File: config.mk
export PLATFORM = sky130hd
export DESIGN_NAME = serial_sub_ctrl
export DESIGN_NICKNAME = d
export VERILOG_FILES = /design/src/rtl/serial_sub_ctrl.sv
export SDC_FILE = /design/constraint.sdc
export NUM_CORES = 1
export LEC_CHECK = 0
export BUFFER_PORTS_ARGS = -buffer_cell sky130_fd_sc_hd__buf_2
export CORE_ASPECT_RATIO = 2
export CORE_MARGIN = 10
export CORE_UTILIZATION = 48
export DETAILED_ROUTE_END_ITERATION = 10
export PLACE_DENSITY = 0.79
export SETUP_SLACK_MARGIN = 0.15
export SYNTH_ARGS = -nofsm -noshare
export SYNTH_HDL_FRONTEND = slang
export SYNTH_SLANG_ARGS = --single-unit
File: constraint.sdc
create_clock -name clk -period 1.15 [get_ports clk]
set_input_delay 0.23 -clock clk [delete_from_list [all_inputs] [get_ports clk]]
set_output_delay 0.23 -clock clk [all_outputs]
set_load 0.005 [all_outputs]
File: src/rtl/serial_sub_ctrl.sv
// Bit-serial A - B - Bin sequencer driving a single 1-bit full-subtractor, LSB first.
// Optional signed-overflow output is enabled by defining SUB_OVF_EN.
module serial_sub_ctrl #(
   parameter int WIDTH = 8
) (
   input  logic             clk,
   input  logic             rst,
   input  logic             start,
   input  logic [WIDTH-1:0] a,
   input  logic [WIDTH-1:0] b,
   input  logic             bin,
   output logic             busy,
   output logic             done,
   output logic [WIDTH-1:0] diff,
`ifdef SUB_OVF_EN
   output logic             ovf,
`endif
   output logic             bout
);

   localparam int CW = (WIDTH > 1) ? $clog2(WIDTH) : 1;

   typedef enum logic [1:0] {
      IDLE = 2'd0,
      RUN  = 2'd1,
      DONE = 2'd2
   } state_t;

   state_t           state_reg;
   logic [WIDTH-1:0] a_sh_reg;
   logic [WIDTH-1:0] b_sh_reg;
   logic [WIDTH-1:0] r_sh_reg;
   logic             br_reg;
   logic [CW-1:0]    cnt_reg;
`ifdef SUB_OVF_EN
   logic             a_msb_reg;
   logic             b_msb_reg;
`endif

   logic             d_bit;
   logic             bo_bit;
   logic             last_bit;
   logic [WIDTH-1:0] r_next;

   // The shared 1-bit full-subtractor cell and the result shift-in.
   always_comb begin
      d_bit    = a_sh_reg[0] ^ b_sh_reg[0] ^ br_reg;
      bo_bit   = (~a_sh_reg[0] & b_sh_reg[0]) | (~(a_sh_reg[0] ^ b_sh_reg[0]) & br_reg);
      r_next   = (r_sh_reg >> 1) | (WIDTH'(d_bit) << (WIDTH - 1));
      last_bit = (cnt_reg == CW'(WIDTH - 1));
   end

   always_ff @(posedge clk) begin
      if (rst) begin
         state_reg <= IDLE;
         busy      <= 1'b0;
         done      <= 1'b0;
         diff      <= '0;
         bout      <= 1'b0;
         a_sh_reg  <= '0;
         b_sh_reg  <= '0;
         r_sh_reg  <= '0;
         br_reg    <= 1'b0;
         cnt_reg   <= '0;
`ifdef SUB_OVF_EN
         ovf       <= 1'b0;
         a_msb_reg <= 1'b0;
         b_msb_reg <= 1'b0;
`endif
      end else begin
         case (state_reg)
            // DONE accepts a new request exactly like IDLE, so back-to-back runs have no gap.
            IDLE, DONE: begin
               done <= 1'b0;
               if (start) begin
                  a_sh_reg  <= a;
                  b_sh_reg  <= b;
                  br_reg    <= bin;
                  cnt_reg   <= '0;
`ifdef SUB_OVF_EN
                  a_msb_reg <= a[WIDTH-1];
                  b_msb_reg <= b[WIDTH-1];
`endif
                  busy      <= 1'b1;
                  state_reg <= RUN;
               end else begin
                  state_reg <= IDLE;
               end
            end
            RUN: begin
               a_sh_reg <= a_sh_reg >> 1;
               b_sh_reg <= b_sh_reg >> 1;
               r_sh_reg <= r_next;
               br_reg   <= bo_bit;
               cnt_reg  <= cnt_reg + CW'(1);
               if (last_bit) begin
                  diff      <= r_next;
                  bout      <= bo_bit;
`ifdef SUB_OVF_EN
                  ovf       <= (a_msb_reg ^ b_msb_reg) & (r_next[WIDTH-1] ^ a_msb_reg);
`endif
                  busy      <= 1'b0;
                  done      <= 1'b1;
                  state_reg <= DONE;
               end
            end
            default: begin
               busy      <= 1'b0;
               done      <= 1'b0;
               state_reg <= IDLE;
            end
         endcase
      end
   end

endmodule

* Word level (Yosys, flattened, before mapping) *
Index checks and enable logic that the tools add are counted.

word-level totals
  output and inout bits = 11
  register bits = 41
  input port bits = 20

cells by class
  eq/ne operators = 5
  reductions and logical operators = 7
  $add $sub $neg = 1
  bitwise gates (word level) = 9
  multiplexer cells = 14

operators with widths
  cell                   count
  $pmux W8 S2            2
  $mux W8                2
  $or A7 B8 Y8           1
  $pmux W3 S2            1
  $reduce_and A2 Y1      3
  $mux W1                4
  $ne A2 B2 Y1 const B   2
  $pmux W1 S2            2
  $pmux W2 S2            1
  $reduce_or A2 Y1       2
  $add A3 B1 Y3 const B  1
  $eq A3 B3 Y1 const B   1
  $mux W3                1
  $not A1 Y1             3
  $and A1 B1 Y1          2
  $eq A2 B1 Y1 const B   1
  $eq A2 B2 Y1 const B   1
  $logic_not A2 Y1       1
  $mux W2                1
  $reduce_bool A2 Y1     1
  $xor A1 B1 Y1          2
  $or A1 B1 Y1           1

* Longest topological paths before layout *
  depth after elaboration = 5
  gate-level depth with buffers = 5
  gate-level depth less buffers = 5

* Worst setup path before layout *
No wires, ideal clock.

  path type = register to register
  from = register cnt_reg[0]
  to = register diff[0]
  slack = -68 ps
  stages on the path, launching flop included = 6
  arrival = 1,147 ps
  data required time = 1,079 ps
  library setup time = 71 ps
  cell sequence = dfxtp_1 -> ha_1 -> ha_1 -> clkbuf_1 -> nand3_1 -> a21oi_1

on the way
  word-level cells in the longest chain between the ends = 2

ends and longest elaborated chain
  element                             line  source
  from (decl)                         34    logic [CW-1:0] cnt_reg;
  from (signal assigned)              95    cnt_reg <= cnt_reg + CW'(1);
  $eq A3 B3 Y1                        50    last_bit = (cnt_reg == CW'(WIDTH - 1));
  $reduce_and A2 Y1 (no source line)  n/a
  to (signal assigned)                97    diff <= r_next;
  to (decl)                           14    output logic [WIDTH-1:0] diff,

No other way between the ends.
A chain may end at the register's enable or synchronous reset.

* Final worst setup path *
  from = register b_sh_reg[0]
  to = register diff[7]

on the way
  word-level cells in the longest chain between the ends = 3

ends and longest elaborated chain
  element                      line  source
  from (decl)                  31    logic [WIDTH-1:0] b_sh_reg;
  from (signal assigned)       92    b_sh_reg <= b_sh_reg >> 1;
  $xor A1 B1 Y1 (2 in series)  47    d_bit = a_sh_reg[0] ^ b_sh_reg[0] ^ br_reg;
  via d_bit                    40    logic d_bit;
  $or A7 B8 Y8                 49    r_next = (r_sh_reg >> 1) | (WIDTH'(d_bit) << (WIDTH - 1));

The timed path passes the listed nets, and every way through them passes these cells.

==> results.py <==
metrics = {
    "synthesis": {
        "yosysSeqAreaShare_pct": 49.73,
        "yosys_warnings": 0,
        "synth_top_area_cell": "dfxtp_1",
        "netlist.area_leader.share_pct": 49.73,
        "syn_inst": 195,
        "yosys.cell_types.count": 21,
        "async_flop_share_pct": 0,
        "synth-edff-count": 0,
        "synth_ff_type": "dfxtp_1",
        "yosysMostFrequentCell": "nand2_1",
        "ys_seq_elements": 40,
        "synth_area_mm2": 0.001610,
        "synth_area_per_cell_um2": 8.258,
        "synth_commonest_cells": "54 x nand2_1, 40 x dfxtp_1, 23 x a21oi_1, 18 x nor2_1, 15 x a311oi_1",
        "synth_fp_nets": 218,
        "synth_area_leaders": "dfxtp_1 50%, nand2_1 13%, a311oi_1 8.2%, a21oi_1 7.1%, nand3_1 4.4%",
    },
    "sta": {
        "fin_ws_ns": -0.08641,
        "fin_setup_tns_ns": -0.6912,
        "setup_viol": 20,
        "rsz0062_at_grt": "true",
        "hold_viol_final": 0,
        "fin_crit_sh_pct": 107.5,
        "fin_crit_ns": 1.236,
        "relSlewSlack_pct": 83.47,
        "fmax_mhz": 808.8,
        "drv_slew": 0,
        "finalHoldWorstSlack_ns": 0.1603,
        "skew_ns": 0.006380,
        "worst_pin_slew_ns": 0.2479,
    },
    "grt": {
        "grt_pass1_wl_um": 6589,
        "antenna_found_initial": 0,
        "grt_start_max_net_pins": 41,
        "track_usage_pct": 13.53,
        "grt_pass1_vias": 1508,
        "overflow": 0,
    },
    "layout": {
        "layout-drive-gt1-share_pct": 53.91,
        "diodes": 0,
        "layout.nets": 265,
        "utilization_pct": 76.61,
        "design_area_mm2": 0.002446,
        "area_growth_pct": 51.90,
    },
    "routing": {
        "num_vias": 1575,
        "antenna_left": 0,
        "drc_errors": 0,
        "vias_per_cell": 5.748,
        "initialDrtViolationCount": 38,
        "wl_per_cell_um": 17.08,
        "first_pass_iters": 6,
        "wirelength_um": 4679,
    },
    "placement": {
        "port_buffers": 30,
        "place_congestion": 0.7497,
        "dp_slack_ns": -0.05191,
        "hpwlAfterDp_um": 2419,
        "placed_cell_area_mm2": 0.001881,
    },
    "clocking": {
        "insertion_delay_ns": 0.30,
        "tritoncts": "yes",
        "cts_hold_buf": 0,
        "numCtsBuffers": 5,
        "clockRootBuffer": "clkbuf_8",
        "clk_pin_slew_worst_paths_ns": 0.08,
        "numClockSinks": 40,
        "clk_path_buf_depth": 2,
        "htreeDepth": 2,
    },
    "power": {
        "clkPwrFrac_pct": 36.3,
        "power_density_mw_per_mm2": 1340,
        "swShare_pct": 26.84,
        "internal_power_w": 0.002398,
        "seq_power_share_pct": 46.4,
        "combPwrFrac_pct": 17.3,
        "p_leak_nw": 0.9719,
        "power_switching_w": 0.0008796,
        "ir_drop_mv": 1.590,
    },
    "worst_setup_path": {
        "cpPeakStageDelay_ns": 0.53,
        "r2r_slack_ns": -0.09,
        "worstSetupPathType": "reg -> reg",
        "crit_end": "diff[7]",
        "reg2reg_depth": 4,
        "worstPathCellList": "inv_1, fa_2, nand3_1, a21oi_2",
        "regToRegStartpoint": "b_sh_reg[0]",
        "crit_path_end_kind": "flip-flop",
        "r2r-end": "diff[7]",
        "required_ns": 1.40,
        "critical_path.startpoint_type": "flip-flop",
        "worst-path-stages": 4,
        "path_buf_inv": 1,
        "crit_family": "adder cells",
        "cp_slowest_cell": "fa_2",
        "crit_fanout": 2,
        "startpoint": "b_sh_reg[0]",
        "cp.arrival_ns": 1.48,
    },
    "flow_run": {
        "maxCapViolations": 0,
    },
    "floorplanning": {
        "rows": 29,
        "die_w_um": 60.96,
        "io-pin-count": 31,
        "start_util_pct": 50.43,
        "dieArea_mm2": 0.006212,
        "core_mm2": 0.003193,
        "fp.dieH_um": 101.9,
    },
    "status": {
        "violations": "negative setup slack",
        "status": "finished with violations",
    },
    "min_path": {
        "hp-class": "in -> reg",
        "hold_depth": 3,
    },
}
per-stage QoR:
stage,cells,power (W)
after floorplan,195,0.001773
after global placement,254,0.001877
after detailed placement,254,0.001882
after CTS,265,0.003125
after global routing,274,0.003396
final,274,0.003278
tightest hold or removal path, cell delays in order:
cell     delay (ns)
buf_2          0.09
nand2_1        0.04
a21oi_1        0.05
power groups by stage:
stage	combinational (W)	sequential, W	clock, W
global placement	0.000349	0.00153	0
global route	0.000607	0.00153	0.00126
CTS	0.000425	0.00151	0.00119
floorplan	0.000252	0.00152	0
detailed placement	0.000353	0.00153	0
finish	0.000566	0.00152	0.00119
timing repair:
action | CTS | global route
pin swaps | 14 | 14
buffers inserted | 2 | 6
cloned | 1 | 3
setup endpoints to repair | 40 | 50
resized for setup | 50 | 40
final cells by class:
type	count	area, µm²
Clock buffer	5	68.82
Clock inverter	3	46.29
Fill cell	207	747.0
Inverter	2	7.507
Multi-Input combinational cell	137	949.7
Sequential cell	40	820.8
Tap cell	31	38.79
Timing Repair Buffer	56	514.2
cells in the final DEF (no fill, tap or decap), drive strengths merged:
cell,synthesis,final
a21oi,23,23
a2bb2oi,1,1
a311oi,15,15
and2b,1,1
buf,11,54
bufinv,0,1
clkbuf,5,7
clkinvlp,0,1
dfxtp,40,40
fa,1,1
ha,2,2
inv,2,3
nand2,54,54
nand2b,3,3
nand3,14,14
nand3b,1,1
nor2,18,18
nor2b,1,1
nor3,1,1
o21a,1,1
o21ai,1,1
routing by layer:
metal,track usage (%),wire length (µm),vias to the layer above
li1,-,-,757
met5,0,0,-
met2,23.72,2609,47
met1,14.00,1683,761
met3,3.602,240,10
met4,6.621,145,0
worst min-delay path by stage:
stage,to,startpoint,slack (ns)
floorplan,a_sh_reg[7],a[7],0.37
global placement,diff[3],diff[3],0.44
detailed placement,diff[3],diff[3],0.45
CTS,b_sh_reg[7],b[7],0.16
global route,b_sh_reg[7],b[7],0.18
finish,b_sh_reg[7],b[7],0.16
logic make-up after synthesis:
kind of cell	share of synthesized area, %
AOI/OAI and AO/OA	16.63
adders and majority gates	2.797
buffers and inverters	6.916
DFF	49.73
and+or+nand+nor	23.93
Power figures use the tool's default switching activity.
